`config.mk`:
```
export PLATFORM = sky130hd
export DESIGN_NAME = link_slave_fsm
export DESIGN_NICKNAME = d
export VERILOG_FILES = /design/src/rtl/link_slave_fsm.sv
export SDC_FILE = /design/constraint.sdc
export NUM_CORES = 1
export LEC_CHECK = 0
export BUFFER_PORTS_ARGS = -buffer_cell sky130_fd_sc_hd__buf_2
export CORE_UTILIZATION = 57
export CTS_CLUSTER_DIAMETER = 200
export DETAILED_ROUTE_END_ITERATION = 6
export GPL_TIMING_DRIVEN = 0
export PLACE_DENSITY = 0.83
export SLEW_MARGIN = 25
export SYNTH_ARGS = -nofsm -noshare
export SYNTH_HDL_FRONTEND = slang
export SYNTH_SLANG_ARGS = --single-unit
export TNS_END_PERCENT = 50
```
`constraint.sdc`:
```
create_clock -name clk -period 4.05 [get_ports clk]
set_input_delay 0.2025 -clock clk [delete_from_list [all_inputs] [get_ports clk]]
set_output_delay 0.2025 -clock clk [all_outputs]
set_load 0.02 [all_outputs]
```
`src/rtl/link_slave_fsm.sv`:
```
// ---------------------------------------------------------------------------
// link_slave_fsm
//   Responder end of a 4-phase req/ack byte link. Captures one byte per
//   handshake, holds ack until req falls, packs BURST_LEN bytes into a burst
//   word, aborts a burst that stalls for TIMEOUT idle cycles, and flags data
//   that changes while the handshake is open.
//
// Ports:
//   clk          system clock
//   rst          synchronous, active-high reset
//   req          request from initiator (data valid while high)
//   data         byte from initiator
//   ack          registered acknowledge to initiator
//   byte_out     last captured byte
//   byte_valid   1-cycle pulse, byte_out updated
//   burst_word   assembled burst, byte 0 in the LSBs
//   burst_valid  1-cycle pulse, burst_word updated
//   burst_abort  1-cycle pulse, partial burst discarded on timeout
//   byte_idx     index of the next byte expected within the burst
//   err_data     sticky flag: data changed while req and ack were both high
//   burst_csum   mod-2^DATA_W sum of the last completed burst
//
// Optional feature macro: LINK_SLAVE_CSUM_EN
//   defined   -> running byte sum kept, burst_csum loaded on burst completion
//   undefined -> burst_csum tied to 0, no accumulator built
// ---------------------------------------------------------------------------
module link_slave_fsm #(
    parameter int DATA_W    = 8,
    parameter int BURST_LEN = 4,
    parameter int TIMEOUT   = 64,
    localparam int IDX_W    = $clog2(BURST_LEN)
) (
    input  logic                          clk,
    input  logic                          rst,
    input  logic                          req,
    input  logic [DATA_W-1:0]             data,
    output logic                          ack,
    output logic [DATA_W-1:0]             byte_out,
    output logic                          byte_valid,
    output logic [DATA_W*BURST_LEN-1:0]   burst_word,
    output logic                          burst_valid,
    output logic                          burst_abort,
    output logic [IDX_W-1:0]              byte_idx,
    output logic                          err_data,
    output logic [DATA_W-1:0]             burst_csum
);

    // Counter only ever needs to hold TIMEOUT-1; the abort fires on the
    // increment that would take it to TIMEOUT.
    localparam int CNT_W    = (TIMEOUT > 1) ? $clog2(TIMEOUT) : 1;
    localparam int TMO_LAST = (TIMEOUT > 0) ? TIMEOUT - 1 : 0;
    localparam logic [IDX_W-1:0] LAST_IDX = IDX_W'(BURST_LEN - 1);

    typedef enum logic {
        WAIT_REQ = 1'b0,
        ACK_HIGH = 1'b1
    } state_t;

    state_t                        state_q, state_d;
    logic [DATA_W-1:0]             byte_q, byte_d;
    logic [DATA_W-1:0]             shadow_q, shadow_d;
    logic                          byte_valid_q, byte_valid_d;
    logic                          burst_valid_q, burst_valid_d;
    logic                          burst_abort_q, burst_abort_d;
    logic                          err_q, err_d;
    logic [DATA_W*BURST_LEN-1:0]   word_q, word_d;
    logic [IDX_W-1:0]              idx_q, idx_d;
    logic [CNT_W-1:0]              cnt_q, cnt_d;

    logic                          capture;
    logic                          is_last;
    logic [DATA_W*BURST_LEN-1:0]   assembled;

    // Slots hold bytes 0..BURST_LEN-2; the final byte goes straight from the
    // data bus into the burst word on the completing edge.
    logic [DATA_W-1:0]             slot_q [BURST_LEN-1];
    logic [DATA_W-1:0]             slot_d [BURST_LEN-1];

    assign capture = (state_q == WAIT_REQ) && req;
    assign is_last = (idx_q == LAST_IDX);

    genvar gi;
    generate
        for (gi = 0; gi < BURST_LEN - 1; gi++) begin : g_slot
            assign slot_d[gi] = (capture && (idx_q == IDX_W'(gi))) ? data : slot_q[gi];

            always_ff @(posedge clk) begin
                if (rst) begin
                    slot_q[gi] <= '0;
                end else begin
                    slot_q[gi] <= slot_d[gi];
                end
            end

            assign assembled[gi*DATA_W +: DATA_W] = slot_q[gi];
        end
    endgenerate

    assign assembled[(BURST_LEN-1)*DATA_W +: DATA_W] = data;

    always_comb begin
        state_d       = state_q;
        byte_d        = byte_q;
        shadow_d      = shadow_q;
        byte_valid_d  = 1'b0;
        burst_valid_d = 1'b0;
        burst_abort_d = 1'b0;
        err_d         = err_q;
        word_d        = word_q;
        idx_d         = idx_q;
        cnt_d         = cnt_q;

        case (state_q)
            WAIT_REQ: begin
                if (req) begin
                    // Capture wins over a coincident timeout.
                    byte_d       = data;
                    shadow_d     = data;
                    byte_valid_d = 1'b1;
                    cnt_d        = '0;
                    state_d      = ACK_HIGH;
                    if (is_last) begin
                        word_d        = assembled;
                        burst_valid_d = 1'b1;
                        idx_d         = '0;
                    end else begin
                        idx_d = idx_q + IDX_W'(1);
                    end
                end else if (idx_q != '0) begin
                    if ((TIMEOUT > 0) && (cnt_q == CNT_W'(TMO_LAST))) begin
                        idx_d         = '0;
                        burst_abort_d = 1'b1;
                        cnt_d         = '0;
                    end else begin
                        cnt_d = cnt_q + CNT_W'(1);
                    end
                end
            end
            ACK_HIGH: begin
                if (!req) begin
                    state_d = WAIT_REQ;
                end else if (data != shadow_q) begin
                    err_d = 1'b1;
                end
            end
            default: begin
                state_d = WAIT_REQ;
            end
        endcase
    end

    always_ff @(posedge clk) begin
        if (rst) begin
            state_q       <= WAIT_REQ;
            byte_q        <= '0;
            shadow_q      <= '0;
            byte_valid_q  <= 1'b0;
            burst_valid_q <= 1'b0;
            burst_abort_q <= 1'b0;
            err_q         <= 1'b0;
            word_q        <= '0;
            idx_q         <= '0;
            cnt_q         <= '0;
        end else begin
            state_q       <= state_d;
            byte_q        <= byte_d;
            shadow_q      <= shadow_d;
            byte_valid_q  <= byte_valid_d;
            burst_valid_q <= burst_valid_d;
            burst_abort_q <= burst_abort_d;
            err_q         <= err_d;
            word_q        <= word_d;
            idx_q         <= idx_d;
            cnt_q         <= cnt_d;
        end
    end

`ifdef LINK_SLAVE_CSUM_EN
    logic [DATA_W-1:0] sum_q, sum_d;
    logic [DATA_W-1:0] csum_q, csum_d;

    always_comb begin
        sum_d  = sum_q;
        csum_d = csum_q;
        if (capture) begin
            if (is_last) begin
                csum_d = sum_q + data;
                sum_d  = '0;
            end else begin
                sum_d = sum_q + data;
            end
        end else if (burst_abort_d) begin
            sum_d = '0;
        end
    end

    always_ff @(posedge clk) begin
        if (rst) begin
            sum_q  <= '0;
            csum_q <= '0;
        end else begin
            sum_q  <= sum_d;
            csum_q <= csum_d;
        end
    end

    assign burst_csum = csum_q;
`else
    assign burst_csum = '0;
`endif

    assign ack         = (state_q == ACK_HIGH);
    assign byte_out    = byte_q;
    assign byte_valid  = byte_valid_q;
    assign burst_word  = word_q;
    assign burst_valid = burst_valid_q;
    assign burst_abort = burst_abort_q;
    assign byte_idx    = idx_q;
    assign err_data    = err_q;

endmodule

```
### Word level (Yosys, flattened, before mapping)

Memories as Yosys holds them, arrays and structs flattened.
Cells that the tools add are included.

| storage, ports and cells | value |
|---|---|
| memories | 1 |
| memory bits (writable) | 24 |
| register bits after elaboration | 53 |
| output and inout bits | 55 |

Memories:

| name | words | width | read ports | clocked after memory_dff | wr ports | RTL line | RTL |
|---|---|---|---|---|---|---|---|
| slot_q | 3 | 8 | 3 | 0 | 3 | 76 | `logic [DATA_W-1:0] slot_q [BURST_LEN-1];` |

| cells by class | value |
|---|---|
| add/sub/neg operators | 2 |
| bitwise gates (word level) | 6 |
| muxes and demuxes | 19 |
| equal/unequal tests | 5 |
| reductions and logical operators | 16 |

Operators by type and width:

| kind | count |
|---|---|
| two-way mux 8 bit | 6 |
| two-way mux 6 bit | 3 |
| AND reduction 3 bit | 3 |
| two-way mux 2 bit | 4 |
| != test 8 bit | 1 |
| adder 6 x 1 -> 6 bit, second input constant | 1 |
| equality test 6 bit, second input constant | 1 |
| two-way mux 1 bit | 6 |
| nonzero test 2 bit | 3 |
| equality test 2 bit, second input constant | 2 |
| logical AND 1 bit | 4 |
| AND reduction 2 bit | 2 |
| OR reduction 4 bit | 1 |
| NOT 1 bit | 3 |
| OR 1 bit | 3 |
| OR reduction 3 bit | 1 |
| adder 2 x 1 -> 2 bit, second input constant | 1 |
| equality test 2 x 1 -> 1 bit, second input constant | 1 |
| zero test 2 bit | 1 |
| OR reduction 2 bit | 1 |

### Longest topological paths before layout

Gate-level depths: netlist of the first run.

| logic depth | value |
|---|---|
| depth after elaboration | 5 |
| depth in mapped cells | 7 |
| mapped depth without buffers | 6 |

### Least setup slack after synthesis of the first run

No wires, ideal clock.

| path | value |
|---|---|
| path kind | reg2reg |
| start | register idx_q[0] (netlist: byte_idx[0]) |
| end | register cnt_q[5] |
| data required time | 3.932 ns |
| arrival | 1.501 ns |
| clock period less this slack | 1.619 ns |
| cell stages (with the launch flop) | 7 |
| setup slack | 2.431 ns |
| cells stage by stage | dfxtp_1 -> inv_1 -> ha_1 -> nor2b_1 -> nor4_1 -> xnor2_1 -> nor2_1 |

| between the ends | value |
|---|---|
| word-level cells in the longest chain between the ends | 3 |

RTL lines:

| element | RTL line | RTL |
|---|---|---|
| start, declared | 67 | `logic [IDX_W-1:0] idx_q, idx_d;` |
| start signal, assigned | 173 | `idx_q <= idx_d;` |
| nonzero test 2 bit | 129 | `end else if (idx_q != '0) begin` |
| nonzero test 2 bit (no line) | -- |  |
| AND reduction 2 bit (no line) | -- |  |
| end signal, assigned | 174 | `cnt_q <= cnt_d;` |
| end, declared | 68 | `logic [CNT_W-1:0] cnt_q, cnt_d;` |

Every way passes these cells.
A chain may end at the register's enable or synchronous reset.

### Final worst setup path of the first run

Ends and elaborated chain as after synthesis.

==> results of run 1 <==
[cell type report]
type / instances / share of cell area [%]
sequential: 77 / 43.1
clock inverter: 4 / 0.630
timing repair buffer: 56 / 7.83
clock buffer: 12 / 4.34
tap: 70 / 2.45
multi-input combinational: 251 / 36.1
buffer: 30 / 5.25
inverter: 3 / 0.315
[kinds of logic (layout without fill, tap and decap cells)]
kind of cell | after synthesis | after routing | share of synthesized area [%]
fa+ha+maj | 5 | 5 | 2.08
buf+inv | 33 | 105 | 6.62
simple gates | 154 | 154 | 21.6
compound gates | 63 | 63 | 11.8
other cells | 1 | 8 | 0.125
flops | 77 | 77 | 51.3
xor+xnor | 13 | 13 | 3.79
mux | 8 | 8 | 2.66
[cells in the mapped netlist]
master      n  share of area, %
nand3_1    17               2.8
buf_6       3               1.1
inv_1       3              0.37
a22oi_1     1              0.25
nor4_1      1              0.21
buf_4      13               3.2
nand2b_1    1              0.21
buf_1       1              0.12
conb_1      1              0.12
nand2_1   101                13
nand2_2     1              0.21
and2_1      1              0.21
buf_2       3              0.50
a21oi_1    51               8.5
o211ai_1    1              0.25
or2b_1      1              0.25
and3_1      1              0.21
nor2b_1     2              0.42
nor2b_4     1              0.46
ha_1        5               2.1
nor3b_1     2              0.50
o21ai_0     1              0.17
nor3_1      4              0.67
clkbuf_1   10               1.2
xnor2_1    13               3.8
a21oi_2     8               2.3
nor2_1     18               2.2
mux2i_1     8               2.7
a41oi_1     1              0.29
dfxtp_1    77                51
nand4_1     3              0.62
[placed cells by master, fill, tap and decap left out, types with 11 or more instances in the layout]
cell type / count
nand2_1: 101
buf_2: 59
a21oi_1: 51
clkbuf_8: 11
buf_4: 13
clkbuf_1: 11
xnor2_1: 13
nor2_1: 18
dfxtp_1: 77
nand3_1: 17
[power by group through the flow]
stage	clock network, mW	registers, mW	logic [mW]
final	0.526	0.787	0.132
after global routing	0.566	0.789	0.146
after CTS	0.532	0.787	0.131
after floorplan	0	0.812	0.0828
after global placement	0	0.804	0.128
after detailed placement	0	0.805	0.130
[registers in the layout (all words and copies together) (netlist names), 2 cells and up]
signal and count:
burst_word 32, byte_idx 2, cnt_q 6, shadow_q 8, slot_q 24
[path summary, 6_finish.rpt]
kind                                     from                     endpoint  slack [ns]  cells past startpoint
setup / recovery     byte_idx[0]$_SDFFE_PP0P_        cnt_q[5]$_SDFFE_PP0P_        2.40                      6
hold / removal                            req       burst_abort$_SDFF_PP0_        0.11                      2
setup reg to reg     byte_idx[0]$_SDFFE_PP0P_        cnt_q[5]$_SDFFE_PP0P_        2.40                      6
hold reg to reg   burst_word[13]$_SDFFE_PP0P_  burst_word[13]$_SDFFE_PP0P_        0.45                      2
[per-layer routing]
| layer | track usage [%] | vias up | wire length [um] |
|---|---|---|---|
| met5 | 0 | - | 0 |
| met4 | 13.2 | 0 | 165 |
| met3 | 4.95 | 16 | 537 |
| met2 | 40.2 | 105 | 3010 |
| met1 | 34.9 | 1160 | 2850 |
| li1 | - | 1293 | - |
[critical path: cells and delay by family, from the launching register on]
family | cells | cell delay (ns)
XOR/XNOR | 1 | 0.16
flip-flops | 1 | 0.44
buffers and inverters | 1 | 0.10
AND/OR/NAND/NOR | 3 | 0.60
adder cells (fa/ha/maj) | 1 | 0.25
[per-stage QoR]
stage                     hold slack, ns  utilization [%]  cells  setup slack (ns)
after floorplan                    0.280                -    361              2.43
after global placement             0.440             66.6    487              2.46
after detailed placement           0.442             66.6    487              2.42
after CTS                         0.0963             70.0    503              2.41
after global routing               0.124             70.0    503              2.32
final                              0.114             70.0    503              2.40
==> reports/summary.txt, run 1 <==
gr usage total -> 26.0%
DRC viols -> 0
final count of negative-setup-slack endpoints -> 0
post-route ant nets -> 0
Initial Utilization -> 58.8%
Hold Buf Count CTS -> 0
Max Slew Vio Count -> 0
crit-path max cell delay -> 0.44 ns
syn avg cell area -> 8.49 um2
ANT cells -> 0
synth warn -> 0
CTS tree -> built
Pre-Repair DR Iteration Count -> 4
Final Cycle Share -> 40.6%
internal power -> 1.07 mW
Design Area, Final -> 3580 um2
register area -> 1540 um2
I/O Buffers -> 56
post-DR wirelength/cell -> 13.0 um
Fin. Hold Viols -> 0
Hold Crit Class -> input port to register
placed instance area -> 3400 um2
Horiz. Die Dim -> 74.6 um
Worst-Skew Late Latency -> 0.35 ns
CP endpoint kind -> register
Max-slew headroom -> 62.6%
CP Cell Sequence -> inv_1 -> ha_1 -> nor2b_1 -> nor4_1 -> xnor2_1 -> nor2_1
IO Pins -> 66
initial DRC count -> 170
Sw Share -> 25.7%
GP Congestion -> 0.785
initial antenna violation count -> 0
number of global-route vias before repair -> 2259
fillers -> 428
RSZ-0062 raised after global routing -> no
postcts setup bufs -> 0
area delta synth->final -> 19.0%
Comb pwr share -> 9.1%
WS Path Type -> register to register
Nets -> 444
H-tree depth -> 3
post-cts repair resize count -> 0
Worst Clk Skew -> 0.00656 ns
max cap viols -> 0
Mapped Cells -> 354
DIE AREA -> 5570 um2
core area -> 5110 um2
Via density -> 5.12
chip height -> 74.6 um
WP data arrival -> 1.89 ns
Synth Cell Area -> 3010 um2
maximum VDD drop -> 0.000224 V
largest net degree at the start of global routing -> 13
part of the power in registers -> 54.5%
Pwr Total -> 1.45 mW
hpwl dp -> 4560 um
setup TNS -> 0 ns
cts bufs inserted -> 9
#FFs+latches synth -> 77
clock-pin slew on the worst setup and hold paths -> 0.08 ns
global-route wire length before repair -> 10600 um
FP Rows -> 26
via count -> 2574
CP Data Required Time -> 4.30 ns
switching pwr -> 0.371 mW
outcome -> finished, final reports clean
CTS Sinks -> 77
drt total wl -> 6560 um
Worst Max-Slew Pin Slew -> 0.562 ns
Leakage -> 1.48 nW
Period minus WS final -> 1.65 ns
slowest stage cell, crit path -> dfxtp_1
CP Max Fanout -> 6
area of the multi-input gates -> 1290 um2
Clock Power Share -> 36.4%
CTS Buffer Depth -> 2
fmax -> 608 MHz
pwr/cell area -> 404 nW/um2
sequential share of the synthesized area -> 51.3%
GR Overflow Total -> 0
layout cell share with drive strength beyond 1 -> 23.1%
CTS root buffer -> clkbuf_8
CP Launch Type -> register
post-synthesis cell type count -> 31
Note: power is estimated with default switching activity, not from simulation.
==> inputs of run 2 (changes only) <==
--- a/config.mk
+++ b/config.mk
@@ -5,12 +5,13 @@
 export SDC_FILE = /design/constraint.sdc
 export NUM_CORES = 1
 export LEC_CHECK = 0
+export ABC_AREA = 1
 export BUFFER_PORTS_ARGS = -buffer_cell sky130_fd_sc_hd__buf_2
-export CORE_UTILIZATION = 57
+export CORE_UTILIZATION = 48
 export CTS_CLUSTER_DIAMETER = 200
 export DETAILED_ROUTE_END_ITERATION = 6
 export GPL_TIMING_DRIVEN = 0
-export PLACE_DENSITY = 0.83
+export PLACE_DENSITY = 0.75
 export SLEW_MARGIN = 25
 export SYNTH_ARGS = -nofsm -noshare
 export SYNTH_HDL_FRONTEND = slang
==> constraint.sdc (replaced) <==
create_clock -name clk -period 1.3 [get_ports clk]
set_input_delay 0.065 -clock clk [delete_from_list [all_inputs] [get_ports clk]]
set_output_delay 0.065 -clock clk [all_outputs]
set_load 0.02 [all_outputs]
==> run 2 against run 1 <==
The flow now finishes with violations (negative setup slack). First-iteration DRC count is 28% higher. Sequential share of layout area is 2.1 points lower. Clock power grew to 3.5 times the previous value. Fmax is 22% higher. Power grew to 3.4 times the previous value. Final cell count is 8.5% higher. Synthesized cell count is 9.0% higher. Synthesized area is 0.87% higher. Largest cell class unchanged. Global-route usage is 2.9 points lower.
==> reports/summary.txt, run 2 <==
fin util -> 63.2% (-6.9 points)
Period minus WS final -> 1.34 ns (-0.301 ns)
IO Pins -> 66 (unchanged)
Comb pwr share -> 12.1% (+3.0 points)
largest net degree at the start of global routing -> 14 (+1)
synth warn -> 0 (unchanged)
Worst Max-Slew Pin Slew -> 0.540 ns (-0.0215 ns)
core area -> 5990 um2 (+17%)
H-tree depth -> 3 (unchanged)
maximum VDD drop -> 0.000754 V (+240%)
clock-pin slew on the worst setup and hold paths -> 0.08 ns (about the same)
CTS root buffer -> clkbuf_8
GR Overflow Total -> 0 (unchanged)
DIE AREA -> 6640 um2 (+19%)
failing checks -> negative setup slack
worst-case reg-to-reg path depth -> 8 (+2)
post-synthesis cell type count -> 28 (-9.7%)
post-route ant nets -> 0 (unchanged)
crit-path max cell delay -> 0.37 ns (-0.07 ns)
Via density -> 5.00 (-2.2%)
GR peak layer -> met2
via count -> 2732 (+6.1%)
switching pwr -> 1.32 mW (+260%)
Min-Delay Endpoint -> burst_word[27]$_SDFFE_PP0P_
outcome -> finished, violations left
layout cell share with drive strength beyond 1 -> 27.2% (+4.1 points)
internal power -> 3.58 mW (+230%)
GR Layer Usage met1 -> 29.8% (-5.1 points)
FP Rows -> 28 (+7.7%)
Max-slew headroom -> 64.0% (+1.4 points)
slowest stage cell, crit path -> dfxtp_4
area delta synth->final -> 24.8%
post-DR wirelength/cell -> 12.9 um (-1.0%)
Pwr Total -> 4.91 mW (+240%)
Largest delay share family, worst path -> flip-flops
Fin. Hold Viols -> 0 (unchanged)
Worst-Skew Late Latency -> 0.36 ns (about the same)
Leakage -> 1.68 nW (+14%)
met2 GRT Util -> 36.6% (-3.7 points)
number of global-route vias before repair -> 2425 (+7.3%)
Pre-Repair DR Iteration Count -> 4 (unchanged)
GRT met3 Usage -> 6.22% (+1.3 points)
most used cell, CP -> inv_4
DRC viols -> 0 (unchanged)
Min-Delay Startpoint -> data[3]
most common library cells after synthesis -> dfxtp_1, nand2_1, nor2_1
sequential share of the synthesized area -> 50.8% (-0.44 points)
CP Data Required Time -> 1.59 ns (-2.71 ns)
async set-reset flop share out of synthesis -> 0% (unchanged)
reg2reg start -> byte_idx[0]$_SDFFE_PP0P_
part of the power in registers -> 50.7% (-3.8 points)
cts bufs inserted -> 9 (unchanged)
Worst Path Buf+Inv -> 3 (+2)
ANT cells -> 0 (unchanged)
global-route wire length before repair -> 11400 um (+7.4%)
register area -> 1550 um2 (+0.65%)
hpwl dp -> 4890 um (+7.2%)
reg-to-reg critical path endpoint -> cnt_q[2]$_SDFFE_PP0P_
number of synthesized flops with an enable pin -> 0 (unchanged)
CTS tree -> built
Horiz. Die Dim -> 81.5 um (+9.2%)
most frequent cells in the layout -> dfxtp_1, buf_2, nor2_1, nand2_1, a21oi_1
Reg2Reg Setup Slack -> -0.04 ns (-2.45 ns)
count leader, synth -> dfxtp_1
Hold Crit Depth -> 3 (+1)
WS Path Type -> register to register
I/O Buffers -> 57 (+1.8%)
largest area contributor in the netlist -> dfxtp_1
initial DRC count -> 218 (+28%)
post-synth top area share -> 50.8% (-0.44 points)
Mapped Cells -> 386 (+9.0%)
fmax -> 744 MHz (+22%)
Largest register FFs -> 32 (unchanged)
CP Launch Type -> register
fillers -> 567 (+32%)
Hold Crit Class -> input port to register
CP endpoint kind -> register
drt total wl -> 7050 um (+7.4%)
RSZ-0062 raised after global routing -> yes
Worst Clk Skew -> 0.00603 ns (-0.000526 ns)
Initial Utilization -> 50.6% (-8.2 points)
pwr/cell area -> 1300 nW/um2 (+220%)
Nets -> 482 (+8.6%)
CP Cell Sequence -> inv_4 -> ha_4 -> inv_4 -> o21ai_4 -> inv_4 -> nand2_4 -> nand2_4 -> nor3b_2
syn avg cell area -> 7.85 um2 (-7.5%)
ys flop type -> dfxtp_1
CTS Sinks -> 77 (unchanged)
initial antenna violation count -> 0 (unchanged)
#FFs+latches synth -> 77 (unchanged)
chip height -> 81.5 um (+9.2%)
Final Cycle Share -> 103% (+63 points)
final count of negative-setup-slack endpoints -> 3 (+3)
area of the multi-input gates -> 1320 um2 (+2.3%)
top post-synthesis cells by area -> dfxtp_1, nand2_1, nor2_1
CP Max Fanout -> 6 (unchanged)
final worst setup slack -> -0.0443 ns (-2.45 ns)
max cap viols -> 0 (unchanged)
Max Slew Vio Count -> 0 (unchanged)
GP Congestion -> 0.806 (+2.7%)
Clock Power Share -> 37.3% (+0.9 points)
Synth Cell Area -> 3030 um2 (+0.87%)
commonest non-fill, non-tap cell in the layout -> dfxtp_1
CTS Buffer Depth -> 2 (unchanged)
gr usage total -> 23.1% (-2.9 points)
WP data arrival -> 1.63 ns (-0.26 ns)
Sw Share -> 27.0% (+1.3 points)
-- run 2: cell types whose count changed after synthesis, moves of 4 or more --
cell,delta
nor2_1,+43
nand2_1,-36
o21ai_0,+36
inv_1,+18
a21oi_1,-10
nand3_1,+9
xnor2_1,-9
a21oi_2,-8
mux2i_1,-8
buf_4,-4
inv_2,+4
-- run 2: kinds of logic (layout without fill, tap and decap cells) --
family,count (synthesis),in the layout,share of synthesized area [%]
DFF,77,77,50.8
buffers and inverters,53,130,9.00
other,1,8,0.124
and+or+nand+nor,163,164,22.5
xor gates and xnor gates,4,4,1.16
AOI/OAI and AO/OA,83,83,14.3
adders and majority gates,5,5,2.06
-- run 2: worst max path at each step --
stage	end	cells past startpoint	slack [ns]	start
finish	cnt_q[2]$_SDFFE_PP0P_	8	-0.04	byte_idx[0]$_SDFFE_PP0P_
global route	cnt_q[3]$_SDFFE_PP0P_	8	-0.09	byte_idx[0]$_SDFFE_PP0P_
CTS	slot_q[2][7]$_SDFFE_PP0P_	5	0.002	byte_idx[0]$_SDFFE_PP0P_
detailed placement	cnt_q[2]$_SDFFE_PP0P_	9	-0.20	byte_idx[1]$_SDFFE_PP0P_
global placement	cnt_q[2]$_SDFFE_PP0P_	9	-0.19	byte_idx[1]$_SDFFE_PP0P_
floorplan	cnt_q[2]$_SDFFE_PP0P_	8	-0.06	byte_idx[1]$_SDFFE_PP0P_
-- run 2: worst register-to-register path, stage by stage (launching register included) --
cell,delay [ns]
dfxtp_4,0.37
inv_4,0.06
ha_4,0.14
inv_4,0.04
o21ai_4,0.22
inv_4,0.09
nand2_4,0.09
nand2_4,0.08
nor3b_2,0.18
-- run 2: area by class of cell --
cell class	count	share of cell area, %
clock inverter	6	1.62
tap	75	2.48
inverter	25	2.74
sequential	77	41.0
multi-input combinational	264	34.9
buffer	25	4.43
clock buffer	10	3.64
timing repair buffer	64	9.16
-- run 2: per-layer routing --
layer	wire, um	part of all wire [%]	up-vias
met2	3260	46	73
met3	493	7.0	11
met1	3160	45	1257
met5	0	0	-
li1	-	-	1391
met4	124	1.8	0
-- run 2: through the flow --
stage	area [um2]	cells	setup WS (ns)	setup TNS [ns]	hold slack (ns)
final	3780	546	-0.0443	-0.0735	0.0194
after global routing	3780	546	-0.0928	-1.65	0.0253
after CTS	3730	545	0.00217	0	0.0140
after detailed placement	3470	525	-0.202	-2.64	0.329
after global placement	3470	525	-0.187	-1.99	0.323
after floorplan	3090	393	-0.0648	-0.207	0.142
-- run 2: power groups by stage --
| stage | registers [mW] | clock network, mW | logic (mW) |
|---|---|---|---|
| after floorplan | 2.58 | 0 | 0.334 |
| after global placement | 2.54 | 0 | 0.521 |
| after detailed placement | 2.54 | 0 | 0.529 |
| after CTS | 2.49 | 1.84 | 0.563 |
| after global routing | 2.50 | 1.96 | 0.651 |
| final | 2.49 | 1.83 | 0.592 |
-- run 2: what timing repair did --
| item | CTS | global route |
|---|---|---|
| hold buffers | 2 | 0 |
| pin swaps | 4 | 2 |
| resized for setup | 11 | 23 |
| buffers inserted | 4 | 1 |
| setup endpoints to repair | 44 | 59 |
| gates cloned | 1 | 0 |
| endpoints found under the hold margin | 2 | 0 |
